===== config.mk =====
export PLATFORM = sky130hd
export DESIGN_NAME = bram_read_arbiter
export DESIGN_NICKNAME = d
export VERILOG_FILES = /design/src/rtl/bram_read_arbiter.sv
export SDC_FILE = /design/constraint.sdc
export NUM_CORES = 1
export LEC_CHECK = 0
export BUFFER_PORTS_ARGS = -buffer_cell sky130_fd_sc_hd__buf_2
export CORE_MARGIN = 2
export CORE_UTILIZATION = 42
export DETAILED_ROUTE_END_ITERATION = 8
export HOLD_SLACK_MARGIN = 0.05
export PLACE_DENSITY = 0.75
export SLEW_MARGIN = 20
export SYNTH_ARGS = -nofsm -noshare
export SYNTH_HDL_FRONTEND = slang
export SYNTH_SLANG_ARGS = --single-unit
export TNS_END_PERCENT = 1

===== constraint.sdc =====
create_clock -name clk -period 2.1 [get_ports clk]
set_input_delay 0.105 -clock clk [delete_from_list [all_inputs] [get_ports clk]]
set_output_delay 0.105 -clock clk [all_outputs]
set_load 0.05 [all_outputs]

===== src/rtl/bram_read_arbiter.sv =====
// bram_read_arbiter: round-robin sharing of one pipelined BRAM read port among N_REQ requesters.
// Optional feature macro BRAM_ARB_STATS_EN adds saturating per-requester grant counters.
module bram_read_arbiter #(
    parameter int N_REQ       = 3,
    parameter int DATAWIDTH   = 8,
    parameter int DEPTH       = 16,
    parameter int MEM_LATENCY = 1,
    parameter int CNT_W       = 16,
    localparam int ADDRW      = $clog2(DEPTH)
) (
    input  logic                   clk,
    input  logic                   rst,
    input  logic [N_REQ-1:0]       req,
    input  logic [N_REQ*ADDRW-1:0] req_addr,
    output logic [N_REQ-1:0]       gnt,
    output logic [DATAWIDTH-1:0]   rdata,
    output logic [N_REQ-1:0]       rvalid,
    output logic                   mem_read_en,
    output logic [ADDRW-1:0]       mem_read_addr,
    input  logic [DATAWIDTH-1:0]   mem_read_data,
    input  logic                   mem_read_dv
`ifdef BRAM_ARB_STATS_EN
    ,
    input  logic                   stats_clr,
    output logic [N_REQ*CNT_W-1:0] grant_count
`endif
);
    localparam int IDXW = (N_REQ > 1) ? $clog2(N_REQ) : 1;
    localparam logic [IDXW:0] N_REQ_W = (IDXW+1)'(N_REQ);

    if (N_REQ < 2 || N_REQ > 8 || MEM_LATENCY < 1 || MEM_LATENCY > 4 || CNT_W < 1) begin : g_param_check
        $error("bram_read_arbiter: parameter out of range");
    end

    logic [IDXW-1:0]  rr_ptr;
    logic [IDXW-1:0]  winner;
    logic [IDXW:0]    cand;
    logic             found;
    logic             any_req;
    logic             grant_ok;
    logic [ADDRW-1:0] sel_addr;
    logic [ADDRW-1:0] last_addr;

    assign any_req  = |req;
    assign grant_ok = any_req && !rst;

    // Stage 0: combinational round-robin search starting at rr_ptr, wrapping past N_REQ-1
    always_comb begin
        winner = rr_ptr;
        found  = 1'b0;
        cand   = '0;
        for (int k = 0; k < N_REQ; k++) begin
            cand = {1'b0, rr_ptr} + (IDXW+1)'(k);
            if (cand >= N_REQ_W) cand = cand - N_REQ_W;
            if (!found && req[cand[IDXW-1:0]]) begin
                winner = cand[IDXW-1:0];
                found  = 1'b1;
            end
        end
    end

    always_comb begin
        sel_addr = req_addr[ADDRW-1:0];
        for (int i = 0; i < N_REQ; i++) begin
            if (winner == IDXW'(i)) sel_addr = req_addr[i*ADDRW +: ADDRW];
        end
    end

    assign gnt           = grant_ok ? (N_REQ'(1) << winner) : '0;
    assign mem_read_en   = grant_ok;
    assign mem_read_addr = any_req ? sel_addr : last_addr;

    always_ff @(posedge clk) begin
        if (rst) begin
            rr_ptr <= '0;
        end else if (any_req) begin
            rr_ptr <= (winner == IDXW'(N_REQ - 1)) ? '0 : winner + IDXW'(1);
        end
    end

    always_ff @(posedge clk) begin
        if (grant_ok) last_addr <= sel_addr;
    end

    // Stages 1..MEM_LATENCY: owner-tag pipeline aligned with the BRAM read latency
    logic            tag_vld_p [MEM_LATENCY];
    logic [IDXW-1:0] tag_own_p [MEM_LATENCY];

    always_ff @(posedge clk) begin
        if (rst) begin
            for (int s = 0; s < MEM_LATENCY; s++) tag_vld_p[s] <= 1'b0;
        end else begin
            tag_vld_p[0] <= any_req;
            for (int s = 1; s < MEM_LATENCY; s++) tag_vld_p[s] <= tag_vld_p[s-1];
        end
    end

    always_ff @(posedge clk) begin
        tag_own_p[0] <= winner;
        for (int s = 1; s < MEM_LATENCY; s++) tag_own_p[s] <= tag_own_p[s-1];
    end

    assign rvalid = (tag_vld_p[MEM_LATENCY-1] && !rst) ? (N_REQ'(1) << tag_own_p[MEM_LATENCY-1]) : '0;
    assign rdata  = mem_read_data;

    // A BRAM whose data-valid disagrees with the tag pipeline means the latency parameter is wrong
    always_ff @(posedge clk) begin
        if (!rst) begin
            assert (mem_read_dv == tag_vld_p[MEM_LATENCY-1])
                else $error("bram_read_arbiter: mem_read_dv does not match in-flight tag");
        end
    end

`ifdef BRAM_ARB_STATS_EN
    logic [CNT_W-1:0] cnt [N_REQ];

    always_ff @(posedge clk) begin
        for (int i = 0; i < N_REQ; i++) begin
            if (rst || stats_clr) begin
                cnt[i] <= '0;
            end else if (gnt[i] && cnt[i] != {CNT_W{1'b1}}) begin
                cnt[i] <= cnt[i] + CNT_W'(1);
            end
        end
    end

    for (genvar i = 0; i < N_REQ; i++) begin : g_cnt
        assign grant_count[i*CNT_W +: CNT_W] = cnt[i];
    end
`endif

endmodule


==> results of run 1 <==
[per-layer routing]
metal	track usage	vias to the layer above	wire, microns
met1	0.2466	483	1276
met3	0.01130	4	101
li1	-	514	-
met5	0	-	0
met2	0.3813	28	1426
met4	0.08974	0	36
[sequential cells by signal, summed over array words and instances (netlist names)]
| register | count |
|---|---|
| last_addr | 4 |
| rr_ptr | 2 |
| tag_own_p | 2 |
| tag_vld_p | 1 |
[worst paths after layout]
path	cells past startpoint	slack (ns)	to
worst min register to register	2	0.53	rr_ptr[0]
worst max register to register	9	-0.31	last_addr[0]
worst max-delay path	9	-0.46	mem_read_addr[1]
worst min-delay path	2	0.17	tag_vld_p[0]
[cell families (layout without fill, tap and decap cells)]
logic type / Yosys count / after routing
flops: 9 / 9
compound gates: 30 / 30
fa+ha+maj: 3 / 3
xor+xnor: 1 / 1
mux: 10 / 10
buf+inv: 19 / 59
simple gates: 41 / 41
[per-stage QoR]
step,total power [mW],setup TNS [ns],worst slack (ns),cells,utilization
3_3_place_gp,2.322,-2.174,-0.2333,170,0.5538
6_report,2.852,-4.049,-0.4570,181,0.6365
3_5_place_dp,2.358,-2.514,-0.2712,170,0.5538
2_1_floorplan,1.940,-3.281,-0.5303,113,-
4_1_cts,2.772,-3.813,-0.4369,179,0.6188
5_1_grt,3.030,-5.417,-0.5909,181,0.6365
[layout by cell type (no fill, tap or decap), types with 4 or more instances in the layout]
master,instances
buf_2,20
nand3b_1,8
a211o_1,4
edfxtp_1,4
nand2_1,10
o211ai_1,4
o221a_1,4
mux2i_1,5
nand4_1,4
buf_6,6
buf_4,26
[power by group through the flow]
stage	Combinational (mW)	Clock, mW	Sequential, mW
2_1_floorplan	1.61	0	0.332
3_3_place_gp	1.98	0	0.338
3_5_place_dp	2.02	0	0.342
4_1_cts	2.30	0.132	0.343
5_1_grt	2.53	0.145	0.350
6_report	2.38	0.129	0.343
[worst max-delay path, cell delays in order, from the launching register on]
cell	delay, ns
dfxtp_4	0.37
inv_2	0.07
ha_4	0.20
mux2i_4	0.25
o21a_1	0.20
o21ai_0	0.13
a22o_2	0.32
a211o_1	0.32
o211ai_1	0.10
buf_4	0.23
[repair_timing]
action                                  4_1_cts  5_1_grt
endpoints found under the setup margin       11       13
pin swaps                                    16        7
buffers inserted                              5        2
resized for setup                            21        5
[final cells by class]
cell class,count,share of cell area
multi-input combinational,85,0.5388
timing repair buffer,52,0.2528
sequential,9,0.1569
tap,28,0.02441
clock buffer,3,0.01569
inverter,3,0.007847
clock inverter,1,0.003487
==> flow_summary.toml, run 1 <==
[worst_setup_path]
crit_path_end_kind = "output port"
timing.rr.start = "rr_ptr[0]"
crit_fanout = 9
crit_required_ns = 2.00
startpoint_type = "register"
crit_type = "reg2out"
worstPathArrival_ns = 2.45
crit_start = "rr_ptr[0]"

[timing]
setup_violations = 11
maxSlewViolCount = 0
period_share = 1.218
fin_worst_skew_ns = 0.007711
hold_viol = 0
relSlewSlack = 0.6918
layout_setup_ws_ns = -0.4570
holdWs_ns = 0.1720
max_freq_mhz = 391.1
min_period_ns = 2.557
worst_slew_pin_slew_ns = 0.4606
grt_setup_unrepaired = "true"

[detailed_routing]
first_iter_violations = 9
drc = 0
dr.pass1.iters = 4
ant_nets = 0
drt-vias-per-instance = 5.685
dr_total_vias = 1029
drt_wl_total_microns = 2839
wl_per_cell_microns = 15.69

[status]
outcome = "complete, but fails checks"
failed_checks = "setup timing"

[clock_network]
cts_made_buffers = 3
cts_hold_buf = 0
clock_path_buffers = 2
root_buffer = "clkbuf_4"
cts.sinks = 9
cts_tree = "done"
h-tree-depth = 1
clk_latency_ns = 0.26
clk_pin_slew_worst_paths_ns = 0.06

[grt]
grt.overflow.total = 0
grt_pass1_wl_microns = 4333
grt_start_max_net_pins = 15
grt_use_total = 0.2077
antenna_found_initial = 0
grt_pass1_vias = 1011

[synthesis]
synth_top_family_by_area = "simple AND/OR/NAND/NOR gates"
netlist_area_sq_um = 1013
yosys.area_share.simple = 0.2593
avgSynthCellArea_sq_um = 8.969
synth-seq-area-share = 0.2173
synth-xor-area-share = 0.01605
ys_ff_latch = 9
synth_common_cells = "10 x nand2_1, 9 x buf_4, 8 x mux2i_1, 8 x nand3b_1, 5 x dfxtp_1"
yosysMostFrequentCell = "nand2_1"
yosys.area.top_type_share = 0.1185
synth_cell_type_count = 40
ys.flop_type = "dfxtp_1"
synth_compound_area_frac = 0.2543
syn_nets = 142
ys_warn_count = 0
synth_fa_ha_area_frac = 0.03704
synth_edf_count = 4
syn-instance-count = 113
yosys.area.top_type = "edfxtp_1"
async_flop_share = 0
muxShareOfSynthArea = 0.1012
ys_top_cells_by_area = "edfxtp_1 12%, dfxtp_1 9.9%, mux2i_1 7.9%, buf_4 6.7%, nand3b_1 5.9%"

[min_path]
worstHoldStart = "rst"
min_path_type = "in2reg"

[floorplanning]
pin_count = 45
coreArea_sq_um = 2255
dieArea_sq_um = 2822
die_h_microns = 53.12
start_util = 0.4495
fp.dieW_microns = 53.12
rows = 17

[pwr]
p_per_area_nw_per_um2 = 1987
ir_worst_vdd_uv = 959.7
p_leak_nw = 0.5976
internal-power_mw = 1.476
switchingPower_mw = 1.376
clock_power_share = 0.045
switching_share = 0.4825
p_comb_frac = 0.834
seqPwrFrac = 0.120

[final_layout]
fin_area_sq_um = 1435
n_antenna_cell = 0
num-fill-cells = 206
drive_above_1_share = 0.5294
multiInputGateArea_sq_um = 773.2
areaGrowthSynthToFinish_pct = 41.61
final_nets = 183
seq_area_sq_um = 225.2

[placement]
place_hpwl_microns = 2048
post_dp_cell_area_sq_um = 1249
port_buffers = 27
gp_congestion = 0.8296

[job]
max_cap_violations = 0
No activity file was read; power rests on OpenSTA's default activity.
==> inputs of run 2 (changes only) <==
GPL_ROUTABILITY_DRIVEN = 0   (was default)
MAX_ROUTING_LAYER = met4   (was default)
REMOVE_ABC_BUFFERS = 1   (was default)
==> flow_summary.toml, run 2 (synthesis gave the netlist of run 1 again) <==
[grt]
grt_start_max_net_pins = 15
antenna_found_initial = 0
grt_use_total = 0.2194
grt_pass1_vias = 1035
grt_pass1_wl_microns = 4464
grt.overflow.total = 0

[final_layout]
largest_registers = "last_addr x4, rr_ptr x2, tag_own_p x2"
n_antenna_cell = 0
areaGrowthSynthToFinish_pct = 47.28
num-fill-cells = 158
final_common_cell = "buf_4"
multiInputGateArea_sq_um = 789.5
stdcell_count = 184
fin_util = 0.6620
seq_area_sq_um = 227.7
final_nets = 186
drive_above_1_share = 0.5385
regMostFlops = "last_addr"
fin_area_sq_um = 1493
final_cell_mix = "27 x buf_4, 20 x buf_2, 10 x nand2_1, 8 x nand3b_1"
largest_reg_flops = 4

[clock_network]
cts_made_buffers = 3
cts_tree = "done"
h-tree-depth = 1
cts_hold_buf = 0
root_buffer = "clkbuf_4"
clock_path_buffers = 2
clk_latency_ns = 0.27
cts.sinks = 9
clk_pin_slew_worst_paths_ns = 0.06

[timing]
period_share = 1.260
hold_viol = 0
maxSlewViolCount = 0
layout_setup_ws_ns = -0.5455
holdWs_ns = 0.1369
max_freq_mhz = 378.0
setup_violations = 11
relSlewSlack = 0.6825
fin_worst_skew_ns = 0.0003653
min_period_ns = 2.645
worst_slew_pin_slew_ns = 0.4745
grt_setup_unrepaired = "true"

[worst_setup_path]
r2r-end = "last_addr[2]"
crit_required_ns = 2.00
crit_type = "reg2out"
crit_path_end_kind = "output port"
worstPathArrival_ns = 2.54
reg2regPathDepth = 9
r2r_slack_ns = -0.23
timing.rr.start = "rr_ptr[1]"
crit_fanout = 4
startpoint_type = "register"

[floorplanning]
dieArea_sq_um = 2822
fp.dieW_microns = 53.12
rows = 17
die_h_microns = 53.12
coreArea_sq_um = 2255
start_util = 0.4495
pin_count = 45

[pwr]
p_leak_nw = 0.6208
p_per_area_nw_per_um2 = 2063
ir_worst_vdd_uv = 1051

[job]
max_cap_violations = 0

[detailed_routing]
drc = 0
first_iter_violations = 39
ant_nets = 0
dr_total_vias = 1120
wl_per_cell_microns = 18.04
drt_wl_total_microns = 3319
dr.pass1.iters = 4
drt-vias-per-instance = 6.087

[min_path]
hold_end = "rr_ptr[0]"
worstHoldStart = "rst"
min_path_cells = 2
min_path_type = "in2reg"

[status]
failed_checks = "setup timing"
outcome = "complete, but fails checks"

[placement]
place_hpwl_microns = 2079
dp.cells = 173
post_dp_cell_area_sq_um = 1261
port_buffers = 27
==> run 2: power by group <==
part	internal, mW	switching (mW)	leakage [nW]
combinational	1.21	1.37	0.522
clock	0.0706	0.0676	0.0177
sequential	0.303	0.0525	0.0811
total	1.59	1.49	0.621
==> run 2: critical path, cell delays in order, from the launching register on <==
cell	delay, ns
dfxtp_4	0.37
inv_4	0.05
ha_4	0.16
mux2_4	0.31
o32ai_4	0.34
a211o_4	0.18
buf_12	0.10
nand4_1	0.11
a211o_1	0.31
o211ai_1	0.11
buf_4	0.24
==> run 2: final cells by class <==
class	count	share of cell area
Timing Repair Buffer	54	0.2674
Clock buffer	3	0.01509
Clock inverter	1	0.003353
Inverter	3	0.009220
Sequential cell	9	0.1526
Tap cell	28	0.02347
Multi-Input combinational cell	86	0.5289
==> run 2: metal layers <==
layer  track usage  share of wire
met5             -              0
met4       0.08120          0.020
met3       0.04237          0.064
met2        0.3938           0.51
met1        0.2388           0.40
==> run 2: worst max path at each step <==
stage | cells after the start | to | slack [ns] | startpoint
after floorplan | 6 | gnt[0] | -1.21 | rr_ptr[0]
after global placement | 9 | mem_read_addr[3] | -0.32 | rr_ptr[1]
after detailed placement | 9 | gnt[2] | -0.41 | rr_ptr[0]
after CTS | 11 | mem_read_addr[2] | -0.46 | rr_ptr[1]
after global routing | 11 | mem_read_addr[2] | -0.60 | rr_ptr[1]
final | 10 | mem_read_addr[2] | -0.55 | rr_ptr[1]
==> run 2: through the flow <==
stage	total power, mW	TNS, ns	setup WS, ns
2_1_floorplan	1.721	-5.861	-1.213
3_3_place_gp	2.378	-3.201	-0.3237
3_5_place_dp	2.427	-3.827	-0.4062
4_1_cts	2.847	-3.735	-0.4635
5_1_grt	3.194	-4.651	-0.6024
6_report	3.079	-4.002	-0.5455
==> run 2: timing repair <==
item | 4_1_cts | 5_1_grt
pin swaps | 6 | 8
cloned | 1 | 0
gates resized for setup | 26 | 17
setup buffers | 3 | 3
setup endpoints to repair | 13 | 13
==> inputs of run 3 (changes only) <==
CORE_MARGIN = 5   (was 2)
==> flow_summary.toml, run 3 (synthesis gave the netlist of run 1 again) <==
[status]
outcome = "complete, but fails checks"
failed_checks = "setup timing"

[clock_network]
root_buffer = "clkbuf_4"
cts_made_buffers = 3
cts_hold_buf = 0
clk_pin_slew_worst_paths_ns = 0.07
clock_path_buffers = 2
h-tree-depth = 1
cts.sinks = 9
cts_tree = "done"
clk_latency_ns = 0.27

[worst_setup_path]
worstPathArrival_ns = 2.49
slowest_delay_ns = 0.36
cp_slowest_cell = "o32ai_4"
crit_required_ns = 2.00
startpoint_type = "register"
crit_path_end_kind = "output port"
crit_chain = "inv_2 -> ha_4 -> mux2_4 -> o32ai_4 -> a211o_4 -> nand3_4 -> buf_12 -> mux2i_1 -> o211ai_1 -> buf_4"
crit_fanout = 6
crit_type = "reg2out"
reg2regPathDepth = 8

[floorplanning]
pin_count = 45
coreArea_sq_um = 2255
rows = 17
dieArea_sq_um = 3495
start_util = 0.4495
fp.dieW_microns = 59.12
die_h_microns = 59.12

[placement]
place_hpwl_microns = 2191
dp.cells = 170
dp_slack_ns = -0.3926
port_buffers = 27

[timing]
min_period_ns = 2.591
setup_violations = 11
layout_setup_ws_ns = -0.4909
max_freq_mhz = 386.0
maxSlewViolCount = 0
worst_slew_pin_slew_ns = 0.4449
grt_setup_unrepaired = "true"
fin_worst_skew_ns = 0.008172
period_share = 1.234
hold_viol = 0
relSlewSlack = 0.7023
finalSetupTns_ns = -4.033

[pwr]
p_leak_nw = 0.5915
power_mw = 3.080
ir_worst_vdd_uv = 1182
p_per_area_nw_per_um2 = 2119

[grt]
busiest_layer = "met2"
use_met2 = 0.3013
grt_use_total = 0.1790
grtUsageMet1 = 0.2102
grt_start_max_net_pins = 15
grt.overflow.total = 0
grtUsageMet3 = 0.03704
grt_pass1_vias = 1046
antenna_found_initial = 0
grt_pass1_wl_microns = 4802

[final_layout]
regMostFlops = "last_addr"
final_nets = 180
stdcell_count = 178
n_antenna_cell = 0
final_cell_mix = "22 x buf_4, 20 x buf_2, 10 x nand2_1, 8 x nand3b_1, 6 x mux2i_1"
final_common_cell = "buf_4"
num-fill-cells = 176
areaGrowthSynthToFinish_pct = 43.46
largest_registers = "last_addr x4, rr_ptr x2, tag_own_p x2"
largest_reg_flops = 4
drive_above_1_share = 0.5267
multiInputGateArea_sq_um = 804.5
seq_area_sq_um = 225.2

[min_path]
min_path_cells = 2
min_path_type = "in2reg"

[detailed_routing]
drt_wl_total_microns = 3107
dr.pass1.iters = 4
wl_per_cell_microns = 17.46
drc = 0
first_iter_violations = 30
dr_total_vias = 1063
ant_nets = 0
drt-vias-per-instance = 5.972

[job]
max_cap_violations = 0
run 3: where the power goes:
part	switching, mW	internal, mW	leakage, nW
logic	1.39	1.21	0.493
clock network	0.0655	0.0704	0.0177
registers	0.0439	0.299	0.0807
total	1.50	1.58	0.592
run 3: what timing repair did:
action,4_1_cts,5_1_grt
resized for setup,29,13
setup endpoints to repair,13,12
gates cloned,1,0
setup buffers,3,0
pin swaps,7,5
endpoints found under the hold margin,0,0
run 3: final timing paths:
check	from	to	slack (ns)
worst max-delay path	rr_ptr[1]	mem_read_addr[2]	-0.49
worst min-delay path	rst	rr_ptr[0]	0.15
worst max register to register	rr_ptr[0]	last_addr[3]	-0.27
worst min register to register	rr_ptr[0]	rr_ptr[0]	0.54
run 3: final cells by class:
class,count,share of cell area
clock buffer,3,0.01549
clock inverter,1,0.003442
inverter,3,0.007745
multi-input combinational,86,0.5534
sequential,9,0.1549
tap,28,0.02410
timing repair buffer,48,0.2410
run 3: stage by stage:
| stage | instance area (sq um) | util | hold slack, ns |
|---|---|---|---|
| global placement | 1239 | 0.5494 | 0.2106 |
| floorplan | 908.4 | - | 0.1741 |
| CTS | 1396 | 0.6193 | 0.1223 |
| detailed placement | 1239 | 0.5494 | 0.2106 |
| global route | 1454 | 0.6448 | 0.1684 |
| finish | 1454 | 0.6448 | 0.1452 |
run 3: metal layers:
layer | wire length, microns | vias to the layer above
met5 | 0 | -
met4 | 19 | 0
met3 | 191 | 2
met2 | 1595 | 39
met1 | 1301 | 508
li1 | - | 514
run 3: critical path, delay by kind of cell (launching register included):
kind,cells,cell delay (ns)
buf+inv,3,0.46
flops,1,0.34
compound gates,3,0.71
fa+ha+maj,1,0.16
mux,2,0.41
simple gates,1,0.12
